$ cat config.mk
export PLATFORM = sky130hd
export DESIGN_NAME = imgproc_frame_ctrl_flat
export DESIGN_NICKNAME = d
export VERILOG_FILES = /design/src/rtl/imgproc_frame_ctrl_if.sv /design/src/rtl/imgproc_frame_ctrl.sv /design/src/flat_wrapper.sv
export SDC_FILE = /design/constraint.sdc
export NUM_CORES = 1
export LEC_CHECK = 0
export CORE_ASPECT_RATIO = 1.2
export CORE_UTILIZATION = 50
export DETAILED_ROUTE_END_ITERATION = 7
export GPL_ROUTABILITY_DRIVEN = 0
export MAX_ROUTING_LAYER = met4
export PLACE_DENSITY = 0.71
export RECOVER_POWER = 25
export SLEW_MARGIN = 20
export SYNTH_ARGS = -nofsm -noshare
export SYNTH_HDL_FRONTEND = slang
export SYNTH_SLANG_ARGS = --single-unit
export TNS_END_PERCENT = 50
$ cat constraint.sdc
create_clock -name iCLK -period 8.05 [get_ports iCLK]
set_input_delay 0.805 -clock iCLK [delete_from_list [all_inputs] [get_ports iCLK]]
set_output_delay 0.805 -clock iCLK [all_outputs]
set_load 0.005 [all_outputs]
$ cat src/rtl/imgproc_frame_ctrl_if.sv
// rtl/imgproc_frame_ctrl_if.sv - sensor strobes, mode requests and datapath controls of the frame controller
// Extra statistics signals exist only when IMGPROC_CTRL_STATS_EN is defined.
interface imgproc_frame_ctrl_if;
    logic        iFVAL;
    logic        iDVAL;
    logic [1:0]  iMODE_REQ;
    logic        iMODE_WE;
    logic [10:0] oX_Cont;
    logic [10:0] oY_Cont;
    logic        oPIX_VAL;
    logic        oVERTICAL;
    logic        oBYPASS;
    logic        oMODE_ACK;
    logic        oDVAL;
    logic        oFRAME_DONE;
    logic        oSHORT;
`ifdef IMGPROC_CTRL_STATS_EN
    logic [15:0] oFRAME_CNT;
    logic [7:0]  oSHORT_CNT;

    modport master (
        output iFVAL, iDVAL, iMODE_REQ, iMODE_WE,
        input  oX_Cont, oY_Cont, oPIX_VAL, oVERTICAL, oBYPASS, oMODE_ACK,
        input  oDVAL, oFRAME_DONE, oSHORT, oFRAME_CNT, oSHORT_CNT
    );
    modport slave (
        input  iFVAL, iDVAL, iMODE_REQ, iMODE_WE,
        output oX_Cont, oY_Cont, oPIX_VAL, oVERTICAL, oBYPASS, oMODE_ACK,
        output oDVAL, oFRAME_DONE, oSHORT, oFRAME_CNT, oSHORT_CNT
    );
`else
    modport master (
        output iFVAL, iDVAL, iMODE_REQ, iMODE_WE,
        input  oX_Cont, oY_Cont, oPIX_VAL, oVERTICAL, oBYPASS, oMODE_ACK,
        input  oDVAL, oFRAME_DONE, oSHORT
    );
    modport slave (
        input  iFVAL, iDVAL, iMODE_REQ, iMODE_WE,
        output oX_Cont, oY_Cont, oPIX_VAL, oVERTICAL, oBYPASS, oMODE_ACK,
        output oDVAL, oFRAME_DONE, oSHORT
    );
`endif
endinterface

$ cat src/rtl/imgproc_frame_ctrl.sv
// rtl/imgproc_frame_ctrl.sv - frame/pixel sequencer, frame-boundary mode switch and latency-aligned output valid
// Frame and short-frame counters are built only when IMGPROC_CTRL_STATS_EN is defined.
module imgproc_frame_ctrl #(
    parameter int IMG_W    = 640,
    parameter int IMG_H    = 480,
    parameter int PIPE_LAT = 3,
    parameter int BORDER   = 2
) (
    input logic                 iCLK,
    input logic                 iRST,
    imgproc_frame_ctrl_if.slave ctrl
);

    localparam logic [10:0] X_LAST     = 11'(IMG_W - 1);
    localparam logic [10:0] Y_LAST     = 11'(IMG_H - 1);
    localparam logic [10:0] BORDER_V   = 11'(BORDER);
    localparam logic [3:0]  DRAIN_LAST = 4'(PIPE_LAT - 1);
    localparam int          DLY_W      = PIPE_LAT * 11;

    typedef enum logic [1:0] {
        IDLE,
        WAIT_FRAME,
        ACTIVE,
        DRAIN
    } stateE;

    stateE state;
    stateE stateNext;

    logic        fvalPrev;
    logic        pendValid;
    logic [1:0]  pendCode;
    logic        vertical;
    logic        bypass;
    logic        modeAck;
    logic [10:0] xCnt;
    logic [10:0] yCnt;
    logic [3:0]  drainCnt;

    // Stage 0 of the delay line doubles as the registered coordinate output.
    logic [PIPE_LAT-1:0]       dlyVal;
    logic [PIPE_LAT-1:0][10:0] dlyX;
    logic [PIPE_LAT-1:0][10:0] dlyY;

    logic        fvalRise;
    logic        accept;
    logic        startFrame;
    logic        shortEvt;
    logic        drainDone;
    logic        lastPix;
    logic [10:0] posX;
    logic [10:0] posY;
    logic        modeWrite;

    assign fvalRise  = ctrl.iFVAL && !fvalPrev;
    assign modeWrite = (state != IDLE) && ctrl.iMODE_WE && (ctrl.iMODE_REQ != 2'b11);

    always_ff @(posedge iCLK) begin
        if (!iRST) begin
            state <= IDLE;
        end else begin
            state <= stateNext;
        end
    end

    always_comb begin
        stateNext  = state;
        accept     = 1'b0;
        startFrame = 1'b0;
        shortEvt   = 1'b0;
        drainDone  = 1'b0;
        posX       = xCnt;
        posY       = yCnt;
        case (state)
            IDLE: stateNext = WAIT_FRAME;
            WAIT_FRAME: begin
                if (fvalRise) begin
                    stateNext  = ACTIVE;
                    startFrame = 1'b1;
                    posX       = '0;
                    posY       = '0;
                    accept     = ctrl.iDVAL;
                end
            end
            ACTIVE: begin
                // A pixel presented together with the falling frame valid is dropped.
                if (!ctrl.iFVAL) begin
                    shortEvt  = 1'b1;
                    stateNext = DRAIN;
                end else begin
                    accept = ctrl.iDVAL;
                end
            end
            DRAIN: begin
                if (drainCnt == DRAIN_LAST) begin
                    drainDone = 1'b1;
                    stateNext = WAIT_FRAME;
                end
            end
            default: stateNext = IDLE;
        endcase
        lastPix = accept && (posX == X_LAST) && (posY == Y_LAST);
        if (lastPix) begin
            stateNext = DRAIN;
        end
    end

    always_ff @(posedge iCLK) begin
        if (!iRST) begin
            fvalPrev  <= 1'b0;
            pendValid <= 1'b0;
            pendCode  <= 2'b00;
            vertical  <= 1'b1;
            bypass    <= 1'b0;
            modeAck   <= 1'b0;
            xCnt      <= '0;
            yCnt      <= '0;
            drainCnt  <= '0;
            dlyVal    <= '0;
            dlyX      <= '0;
            dlyY      <= '0;
        end else begin
            fvalPrev <= ctrl.iFVAL;
            modeAck  <= 1'b0;
            if (startFrame && pendValid) begin
                case (pendCode)
                    2'b00: bypass <= 1'b1;
                    2'b01: begin
                        vertical <= 1'b1;
                        bypass   <= 1'b0;
                    end
                    default: begin
                        vertical <= 1'b0;
                        bypass   <= 1'b0;
                    end
                endcase
                modeAck   <= 1'b1;
                pendValid <= 1'b0;
            end
            // Placed after the apply so a write on the frame-start cycle survives for the next frame.
            if (modeWrite) begin
                pendValid <= 1'b1;
                pendCode  <= ctrl.iMODE_REQ;
            end
            if (accept) begin
                if (posX == X_LAST) begin
                    xCnt <= '0;
                    yCnt <= (posY == Y_LAST) ? 11'd0 : posY + 11'd1;
                end else begin
                    xCnt <= posX + 11'd1;
                    yCnt <= posY;
                end
            end else if (startFrame) begin
                xCnt <= '0;
                yCnt <= '0;
            end
            drainCnt <= (state == DRAIN && !drainDone) ? drainCnt + 4'd1 : 4'd0;
            dlyVal   <= PIPE_LAT'({dlyVal, accept});
            dlyX     <= DLY_W'({dlyX, posX});
            dlyY     <= DLY_W'({dlyY, posY});
        end
    end

`ifdef IMGPROC_CTRL_STATS_EN
    logic [15:0] frameCnt;
    logic [7:0]  shortCnt;

    always_ff @(posedge iCLK) begin
        if (!iRST) begin
            frameCnt <= '0;
            shortCnt <= '0;
        end else begin
            if (drainDone) begin
                frameCnt <= frameCnt + 16'd1;
            end
            if (shortEvt && shortCnt != 8'hFF) begin
                shortCnt <= shortCnt + 8'd1;
            end
        end
    end

    assign ctrl.oFRAME_CNT = frameCnt;
    assign ctrl.oSHORT_CNT = shortCnt;
`endif

    assign ctrl.oX_Cont     = dlyX[0];
    assign ctrl.oY_Cont     = dlyY[0];
    assign ctrl.oPIX_VAL    = dlyVal[0];
    assign ctrl.oVERTICAL   = vertical;
    assign ctrl.oBYPASS     = bypass;
    assign ctrl.oMODE_ACK   = modeAck;
    assign ctrl.oFRAME_DONE = (state == DRAIN) && (drainCnt == DRAIN_LAST);
    assign ctrl.oSHORT      = shortEvt;
    // Border masking uses the coordinates that travelled with the pixel, not the live counters.
    assign ctrl.oDVAL       = dlyVal[PIPE_LAT-1] &&
                              (bypass || (dlyX[PIPE_LAT-1] >= BORDER_V && dlyY[PIPE_LAT-1] >= BORDER_V));

endmodule
$ cat src/flat_wrapper.sv
// flat-port wrapper written by rule: the top's interface ports become plain ports
module imgproc_frame_ctrl_flat 
#(
    parameter int IMG_W    = 640,
    parameter int IMG_H    = 480,
    parameter int PIPE_LAT = 3,
    parameter int BORDER   = 2
)
  (iCLK, iRST, ctrl_iFVAL, ctrl_iDVAL, ctrl_iMODE_REQ, ctrl_iMODE_WE, ctrl_oX_Cont, ctrl_oY_Cont, ctrl_oPIX_VAL, ctrl_oVERTICAL, ctrl_oBYPASS, ctrl_oMODE_ACK, ctrl_oDVAL, ctrl_oFRAME_DONE, ctrl_oSHORT);
  imgproc_frame_ctrl_if ctrl_i ();
  input logic iCLK;
  input logic iRST;
  input wire logic [$bits(ctrl_i.iFVAL)-1:0] ctrl_iFVAL;
  input wire logic [$bits(ctrl_i.iDVAL)-1:0] ctrl_iDVAL;
  input wire logic [$bits(ctrl_i.iMODE_REQ)-1:0] ctrl_iMODE_REQ;
  input wire logic [$bits(ctrl_i.iMODE_WE)-1:0] ctrl_iMODE_WE;
  output wire logic [$bits(ctrl_i.oX_Cont)-1:0] ctrl_oX_Cont;
  output wire logic [$bits(ctrl_i.oY_Cont)-1:0] ctrl_oY_Cont;
  output wire logic [$bits(ctrl_i.oPIX_VAL)-1:0] ctrl_oPIX_VAL;
  output wire logic [$bits(ctrl_i.oVERTICAL)-1:0] ctrl_oVERTICAL;
  output wire logic [$bits(ctrl_i.oBYPASS)-1:0] ctrl_oBYPASS;
  output wire logic [$bits(ctrl_i.oMODE_ACK)-1:0] ctrl_oMODE_ACK;
  output wire logic [$bits(ctrl_i.oDVAL)-1:0] ctrl_oDVAL;
  output wire logic [$bits(ctrl_i.oFRAME_DONE)-1:0] ctrl_oFRAME_DONE;
  output wire logic [$bits(ctrl_i.oSHORT)-1:0] ctrl_oSHORT;
  assign ctrl_i.iFVAL = ctrl_iFVAL;
  assign ctrl_i.iDVAL = ctrl_iDVAL;
  assign ctrl_i.iMODE_REQ = ctrl_iMODE_REQ;
  assign ctrl_i.iMODE_WE = ctrl_iMODE_WE;
  assign ctrl_oX_Cont = ctrl_i.oX_Cont;
  assign ctrl_oY_Cont = ctrl_i.oY_Cont;
  assign ctrl_oPIX_VAL = ctrl_i.oPIX_VAL;
  assign ctrl_oVERTICAL = ctrl_i.oVERTICAL;
  assign ctrl_oBYPASS = ctrl_i.oBYPASS;
  assign ctrl_oMODE_ACK = ctrl_i.oMODE_ACK;
  assign ctrl_oDVAL = ctrl_i.oDVAL;
  assign ctrl_oFRAME_DONE = ctrl_i.oFRAME_DONE;
  assign ctrl_oSHORT = ctrl_i.oSHORT;
  imgproc_frame_ctrl #(.IMG_W(IMG_W), .IMG_H(IMG_H), .PIPE_LAT(PIPE_LAT), .BORDER(BORDER)) u_core (.iCLK(iCLK), .iRST(iRST), .ctrl(ctrl_i));
endmodule
# Word level (Yosys, flattened, before mapping)
# Cells that the tools add are included.
[classes] addsub=3 magnitude_cmp=2 eq_ne=11 muxes=29 n_bitwise=1 reduce_logical=21
[ops] cell="11-bit 2-to-1 mux" count=10
[ops] cell="11-bit by 1-bit adder with 11-bit output, second input constant" count=2
[ops] cell="11-bit by 2-bit >= comparator with 1-bit output, second input constant" count=2
[ops] cell="1-bit 2-to-1 mux" count=12
[ops] cell="11-bit by 10-bit == test with 1-bit output, second input constant" count=1
[ops] cell="11-bit by 9-bit == test with 1-bit output, second input constant" count=1
[ops] cell="1-bit logical AND" count=10
[ops] cell="2-bit 2-to-1 mux" count=4
[ops] cell="2-bit one-hot mux with 4 select lines" count=1
[ops] cell="3-bit by 1-bit != test with 1-bit output, second input constant" count=2
[ops] cell="2-bit nonzero test" count=3
[ops] cell="4-bit by 1-bit adder with 4-bit output, second input constant" count=1
[ops] cell="2-bit by 1-bit == test with 1-bit output, second input constant" count=2
[ops] cell="2-bit == test, second input constant" count=2
[ops] cell="4-bit by 2-bit == test with 1-bit output, second input constant" count=1
[ops] cell="2-bit zero test" count=2
[ops] cell="1-bit one-hot mux with 2 select lines" count=2
[ops] cell="2-bit AND reduction" count=2
[ops] cell="3-bit by 2-bit != test with 1-bit output, second input constant" count=1
[ops] cell="3-bit AND reduction" count=1
[ops] cell="1-bit zero test" count=2
[ops] cell="2-bit != test, second input constant" count=1
[ops] cell="1-bit logical OR" count=1
[ops] cell="1-bit inverter" count=1
[word_totals] ff_bits=104 input_bits=7 output_inout_bits=29 word_cells=84

# Logic depth before layout (Yosys ltp)
# Gate-level depths: netlist (run 1).
[depth] depth_word=9 mapped_depth=11

# Worst setup path before layout (run 1)
# Ideal clock, no wire load.
[synth_path] path_kind="input -> register" start="input port ctrl_iFVAL" end="register u_core.yCnt[8]" setup_ps=122 t_arrival_ps=2962 required_ps=7928 setup_slack_ps=4966 stages=9 path_buffers=1 cell_sequence="nand3b_1 -> clkbuf_1 -> and2_1 -> ha_1 -> nand3_1 -> or4b_4 -> or4_4 -> o21ai_1 -> o31ai_1"
[synth_via] elab_cells_between_ends=17 classes_between="add/sub: 1; eq/ne: 2; mux: 12; reduce/logical: 2"
[synth_rtl] item="start, declared" line_no="flat_wrapper.sv:13" rtl="input wire logic [$bits(ctrl_i.iFVAL)-1:0] ctrl_iFVAL;"
[synth_rtl] item="1-bit logical AND" line_no="imgproc_frame_ctrl.sv:55" rtl="assign fvalRise = ctrl.iFVAL && !fvalPrev;"
[synth_rtl] item="11-bit 2-to-1 mux" line_no="imgproc_frame_ctrl.sv:77" rtl="if (fvalRise) begin"
[synth_rtl] item="11-bit 2-to-1 mux" line_no="imgproc_frame_ctrl.sv:74" rtl="case (state)"
[synth_rtl] item="via u_core.posX[1]" line_no="imgproc_frame_ctrl.sv:51" rtl="logic [10:0] posX;"
[synth_rtl] item="11-bit by 10-bit == test with 1-bit output" line_no="imgproc_frame_ctrl.sv:146" rtl="if (posX == X_LAST) begin"
[synth_rtl] item="11-bit 2-to-1 mux" line_no="imgproc_frame_ctrl.sv:146"
[synth_rtl] item="11-bit 2-to-1 mux" line_no="imgproc_frame_ctrl.sv:145" rtl="if (accept) begin"
[synth_rtl] item="end signal, assigned" line_no="imgproc_frame_ctrl.sv:148" rtl="yCnt <= (posY == Y_LAST) ? 11'd0 : posY + 11'd1;"
[synth_rtl] item="end signal, assigned" line_no="imgproc_frame_ctrl.sv:151" rtl="yCnt <= posY;"
[synth_rtl] item="end, declared" line_no="imgproc_frame_ctrl.sv:37" rtl="logic [10:0] yCnt;"
# The timed path passes the listed nets, and every way through them passes these cells.
# A chain may end at the register's enable or synchronous reset.

==> summary.md, run 1 <==
| Metric | Value |
|---|---|
| First-pass GRT wire length | `just over 10 mm` |
| Post-cts sizing count | `0` |
| TritonCTS clock tree | `yes` |
| Die width | `between 80 and 90 um` |
| Final Skew | `between 10 and 15 ps` |
| Final setup fails | `0` |
| Register area share after synthesis | `0.539` |
| Syn Std Cell Area | `0.00372 mm2` |
| Top_reg_cell synth | `dfxtp_1` |
| Worst-Skew Late Latency | `370 ps` |
| Post-route antenna net violation count | `0` |
| Residual DRC | `0` |
| CTS Sinks | `100` |
| Routed WL | `about 6.3 mm` |
| Post-synth cell types | `54` |
| Crit start category | `primary input` |
| IR drop worst, VDD | `0.120 mV` |
| Most frequent cells in the layout | `dfxtp_1, and2_1, clkdlybuf4s50_1, nor2_1, nand2_1` |
| Via count | `around 2400` |
| Die area | `0.00778 mm2` |
| Top cells by area, synth | `dfxtp_1, and2_1, buf_4` |
| Setup TNS | `0 ps` |
| CTS Buf Count | `9` |
| Final Hold Viols | `0` |
| Worst path cell trace | `dlygate4sd3_1 > clkbuf_1 > clkinv_1 > nor2_1 > nand2_1 > a21oi_1` |
| Commonest non-fill, non-tap cell in the layout | `dfxtp_1` |
| Row count | `34` |
| Post-synth ARST share | `0` |
| Initial Util | `0.514` |
| Final Net Count | `between 400 and 500` |
| Share of layout cells above drive strength 1 | `0.0682` |
| 1st-iter DRT viols | `83` |
| Status | `finished with violations` |
| Cell taking the most area after synthesis | `dfxtp_1` |
| Via/cell ratio | `just over 5` |
| Crit path capture type | `register` |
| Avg WL per Cell | `about 13 um` |
| Root buffer cell | `clkbuf_8` |
| Multi-input logic area | `roughly 0.0015 mm2` |
| Tightest Pin Transition | `between 2000 and 2500 ps` |
| Final worst-path cycle share | `0.590` |
| Chip Height | `between 90 and 100 um` |
| Number of synthesized flops with an enable pin | `0` |
| CORE AREA | `0.00723 mm2` |
| Mapped Avg Cell Area | `between 9 and 10 um2` |
| Syn_nets | `a little under 400` |
| Largest net degree at the start of global routing | `between 70 and 80` |
| Leakage Power | `about 1.7 nW` |
| PortBufs | `35` |
| Worst-path fanout max | `70` |
| Post-CTS Hold Buffers | `0` |
| PD cells | `roughly 220 mW/mm2` |
| Max Cap Viol | `1` |
| Share of the synthesized area in the top cell type | `0.539` |
| CTS max path bufs | `2` |
| CP required | `around 8400 ps` |
| Syn Inst Count | `between 300 and 400` |
| RSZ-0062 raised after global routing | `false` |
| CP arrival | `roughly 5100 ps` |
| Total congestion overflow | `0` |
| GRT Resource Usage Total | `0.177` |
| Fin crit period | `roughly 4700 ps` |
| Synth warnings | `0` |
| CP max-delay cell | `clkbuf_1` |
| Worst hold path type | `register to register` |
| Post-CTS Setup Inserts | `0` |
| Slew HR | `-0.487` |
| CP Class | `primary input to register` |
| Filler cells | `between 600 and 700` |
| Final HPWL from detailed placement | `between 4 and 5 mm` |
| Fmax | `211 MHz` |
| Synth-to-Final Area Change | `11.9%` |
| H-Tree Depth | `3` |
| Seq cells post-synth | `100` |
| Clk slew on worst S/H paths | `around 110 ps` |
| Failing checks | `max-capacitance violations, max-slew violations` |
| Number of global-route vias before repair | `2202` |
| Slowest cell delay on critical path | `about 1600 ps` |
| Max-slew violation count | `71` |
| I/O Pins | `36` |
| Pwr Total | `between 0.9 and 1 mW` |
| FF+latch area | `roughly 0.002 mm2` |
| Number of diodes | `0` |
| Pre-antenna DRT Iters | `4` |
| Initial antenna violation count | `0` |
-- where the power goes --
part / internal (mW) / switching (mW)
sequential: 0.505 / 0.00856
clock: 0.121 / 0.188
combinational: 0.0331 / 0.0503
total: 0.659 / 0.247
-- sequential cells by signal, indices dropped and copies added, names as in the netlist --
signal                 flops
u_core.ctrl.oBYPASS        1
u_core.ctrl.oMODE_ACK      1
u_core.ctrl.oVERTICAL      1
u_core.ctrl.oX_Cont       11
u_core.ctrl.oY_Cont       11
u_core.dlyVal              3
u_core.dlyX               20
u_core.dlyY               20
u_core.drainCnt            4
u_core.fvalPrev            1
u_core.pendCode            2
u_core.pendValid           1
u_core.state               2
u_core.xCnt               11
u_core.yCnt               11
-- routing by layer --
| metal | global-route usage | share of wire | up-vias |
|---|---|---|---|
| met2 | 0.279 | 0.47 | 40 |
| met4 | 0.0938 | 0.019 | 0 |
| li1 | - | - | 1276 |
| met3 | 0.0338 | 0.035 | 12 |
| met5 | - | 0 | - |
| met1 | 0.216 | 0.47 | 1117 |
-- area by class of cell --
| cell class | count | share of cell area |
|---|---|---|
| tap | 90 | 0.0271 |
| multi-input combinational | 234 | 0.349 |
| sequential | 100 | 0.481 |
| clock inverter | 7 | 0.0175 |
| inverter | 9 | 0.00813 |
| clock buffer | 9 | 0.0298 |
| timing repair buffer | 37 | 0.0870 |
-- synth_stat cells, drive strengths merged, types with 2 or more instances --
master  count
nand2      23
nor2       33
xnor2       3
o21ai       6
nand4       6
mux2i       2
nor4        4
nand3      13
nand3b      2
or3         2
dfxtp     100
nor3        4
nand4b      2
a21oi      14
nor4b       2
o21a        2
xor2        8
and2       48
nand2b      3
ha          8
clkbuf     13
a31oi       3
buf        24
or4         4
mux2        2
and3       22
inv         8
-- worst paths after layout --
check | cells after the start | slack [ps] | from | to
worst min register to register | 1 | 440 | u_core.dlyY[14] | u_core.dlyY[25]
worst max register to register | 11 | 4850 | u_core.state[1] | u_core.state[1]
worst min-delay path | 1 | 440 | u_core.dlyY[14] | u_core.dlyY[25]
worst max-delay path | 6 | 3300 | iRST | u_core.xCnt[10]
-- per-stage QoR --
stage                     setup slack (ps)  std cells  hold slack [ps]  instance area (um2)  utilization
after floorplan                       4970        380              412                 3720            -
after global placement                4380        470              415                 3970        0.548
after detailed placement              4260        470              417                 3970        0.548
after CTS                             4620        486              440                 4160        0.575
after global routing                  2690        486              452                 4160        0.575
final                                 3300        486              436                 4160        0.575
-- critical path: cells and delay by family --
kind,cells,cell delay (ps)
buffers and inverters,3,3270
and+or+nand+nor,2,800
AOI/OAI and AO/OA,1,150
-- cells by family (layout without fill, tap and decap cells) --
kind of cell,count (synthesis),in the layout,synth area share
AND/OR/NAND/NOR,177,177,0.270
flip-flops,100,100,0.539
buffers and inverters,46,62,0.0707
AO/OA/AOI/OAI,34,34,0.0559
XOR/XNOR,11,11,0.0259
adder cells (fa/ha/maj),8,8,0.0269
multiplexers,4,4,0.0114
(Power assumes the default switching activity.)
==> run 2: changes to the inputs <==
clock period = 4.8 ns   (was 8.05 ns; I/O delays follow)
==> run 2 against run 1 <==
  * Clock skew down 1.4 ps
  * Combinational power up 70%
  * Largest cell class unchanged
  * Wire length grew 3.1%
  * Register-to-register slack got worse by 3000 ps
  * Hold slack worse by 6.3 ps
  * Global-route usage grew 0.60 points
  * Worst setup slack worse by 1500 ps
  * Final cell count is 0.21% higher
  * The run now ends clean
  * Sequential power rose by 68%
==> summary.md, run 2 (same netlist as run 1, synthesis figures left out) <==
| Metric | Value |
|---|---|
| Residual DRC | `0 (unchanged)` |
| Via count | `2529 (+3.4%)` |
| CTS Buf Count | `9 (unchanged)` |
| Routed WL | `6.52 mm (+3.1%)` |
| Post-cts sizing count | `0 (unchanged)` |
| GRT Resource Usage Total | `0.183 (+0.00598)` |
| IR drop worst, VDD | `0.183 mV (+52%)` |
| Setup TNS | `0 ps (unchanged)` |
| Worst-path fanout max | `5 (-93%)` |
| Max-slew violation count | `0 (-100%)` |
| Largest net degree at the start of global routing | `42 (-41%)` |
| Largest regs | `u_core.dlyX x20, u_core.dlyY x20` |
| Final worst-path cycle share | `0.625` |
| Total congestion overflow | `0 (unchanged)` |
| Dpl ws | `1530 ps (-2730 ps)` |
| Number of diodes | `0 (unchanged)` |
| Slew HR | `0.0318 (+0.519)` |
| Worst-Skew Late Latency | `360 ps (about the same)` |
| PortBufs | `35 (unchanged)` |
| CP arrival | `3290 ps (-1770 ps)` |
| Final HPWL from detailed placement | `4.65 mm (+6.2%)` |
| Number of global-route vias before repair | `2220 (+0.82%)` |
| Post-CTS Setup Inserts | `0 (unchanged)` |
| 1st-iter DRT viols | `113 (+36%)` |
| Via/cell ratio | `5.19 (+3.2%)` |
| Clk slew on worst S/H paths | `100 ps (about the same)` |
| Met1 WL | `3.07 mm (+2.7%)` |
| Final Net Count | `407 (+0.25%)` |
| Fin crit period | `roughly 3000 ps` |
| Initial antenna violation count | `0 (unchanged)` |
| First-pass GRT wire length | `10.4 mm (+3.4%)` |
| TritonCTS clock tree | `yes` |
| Fmax | `roughly 330 MHz` |
| RSZ-0062 raised after global routing | `false` |
| CORE AREA | `0.00723 mm2 (unchanged)` |
| Synth-to-Final Area Change | `12.0% (about the same)` |
| CTS Sinks | `100 (unchanged)` |
| CP Class | `register to register` |
| Final Skew | `10.0 ps (-1.36 ps)` |
| Die width | `80.7 um (unchanged)` |
| Worst hold path type | `register to register` |
| Row count | `34 (unchanged)` |
| Crit start category | `register` |
| Post-route antenna net violation count | `0 (unchanged)` |
| Pre-antenna DRT Iters | `8 (+4)` |
| H-Tree Depth | `3 (unchanged)` |
| Filler cells | `653 (-3.3%)` |
| Crit path capture type | `register` |
| Final WS setup | `1800 ps (-1500 ps)` |
| Met2 wire length | `3.15 mm (+5.4%)` |
| Avg WL per Cell | `13.4 um (+2.9%)` |
| Multi-input logic area | `0.00145 mm2 (unchanged)` |
| WL met3 | `234 um (+5.9%)` |
| Root buffer cell | `clkbuf_8` |
| Post-CTS Hold Buffers | `0 (unchanged)` |
| PD cells | `363 mW/mm2 (+67%)` |
| Commonest non-fill, non-tap cell in the layout | `dfxtp_1` |
| Initial Util | `0.514 (unchanged)` |
| Status | `complete, no violations` |
| Max Used Layer | `met4` |
| Final Hold Slack | `429 ps (-6.26 ps)` |
| Die area | `0.00778 mm2 (unchanged)` |
| I/O Pins | `36 (unchanged)` |
| Final setup fails | `0 (unchanged)` |
| Final Hold Viols | `0 (unchanged)` |
| Max Cap Viol | `0 (-1)` |
| Leakage Power | `1.65 nW (-0.48%)` |
| Chip Height | `96.4 um (unchanged)` |
| Most frequent cells in the layout | `dfxtp_1, and2_1, clkdlybuf4s50_1, nor2_1, nand2_1` |
| CP required | `5100 ps (-3260 ps)` |
| Share of layout cells above drive strength 1 | `0.0705 (+0.00235)` |
| FF+latch area | `0.00200 mm2 (unchanged)` |
| CTS max path bufs | `2 (unchanged)` |
| Tightest Pin Transition | `1450 ps (-778 ps)` |
-- run 2: worst max-delay path: stages (launching register included) --
cell      delay, ps
dfxtp_1         400
inv_1            90
ha_1            230
nand3b_1        190
and2_1          210
ha_1            190
nand3_1         180
or4b_4          590
or4_4           550
nor2_2          150
o311a_1         160
-- run 2: power by group --
part,total [mW],leakage [nW],switching [mW],internal [mW]
Combinational,0.142,0.753,0.0860,0.0556
Clock,0.508,0.0934,0.296,0.212
Sequential,0.860,0.807,0.0143,0.846
Total,1.51,1.65,0.396,1.11
-- run 2: path summary, 6_finish.rpt --
| path | start | slack (ps) | depth (start not counted) | end |
|---|---|---|---|---|
| max | u_core.state[1] | 1800 | 10 | u_core.state[1] |
| min reg2reg | u_core.dlyY[15] | 430 | 1 | u_core.dlyY[26] |
| max reg2reg | u_core.state[1] | 1800 | 10 | u_core.state[1] |
| min | u_core.dlyY[15] | 430 | 1 | u_core.dlyY[26] |
-- run 2: layout make-up --
cell class,instances,area share
inverter,9,0.00812
sequential,100,0.481
clock inverter,6,0.0144
tap,90,0.0271
multi-input combinational,234,0.349
clock buffer,10,0.0331
timing repair buffer,38,0.0872
-- run 2: stage by stage --
stage | std cells | total power, mW | util | cell area, um2
CTS | 487 | 1.52 | 0.576 | 4170
floorplan | 380 | 0.979 | - | 3720
global placement | 471 | 1.02 | 0.549 | 3970
finish | 487 | 1.51 | 0.575 | 4160
detailed placement | 471 | 1.02 | 0.549 | 3970
global route | 487 | 1.58 | 0.575 | 4160
-- run 2: metal layers --
| layer | up-vias | track usage |
|---|---|---|
| met5 | - | - |
| met4 | 0 | 0.0744 |
| met3 | 9 | 0.0441 |
| met2 | 57 | 0.284 |
| met1 | 1179 | 0.230 |
| li1 | 1284 | - |
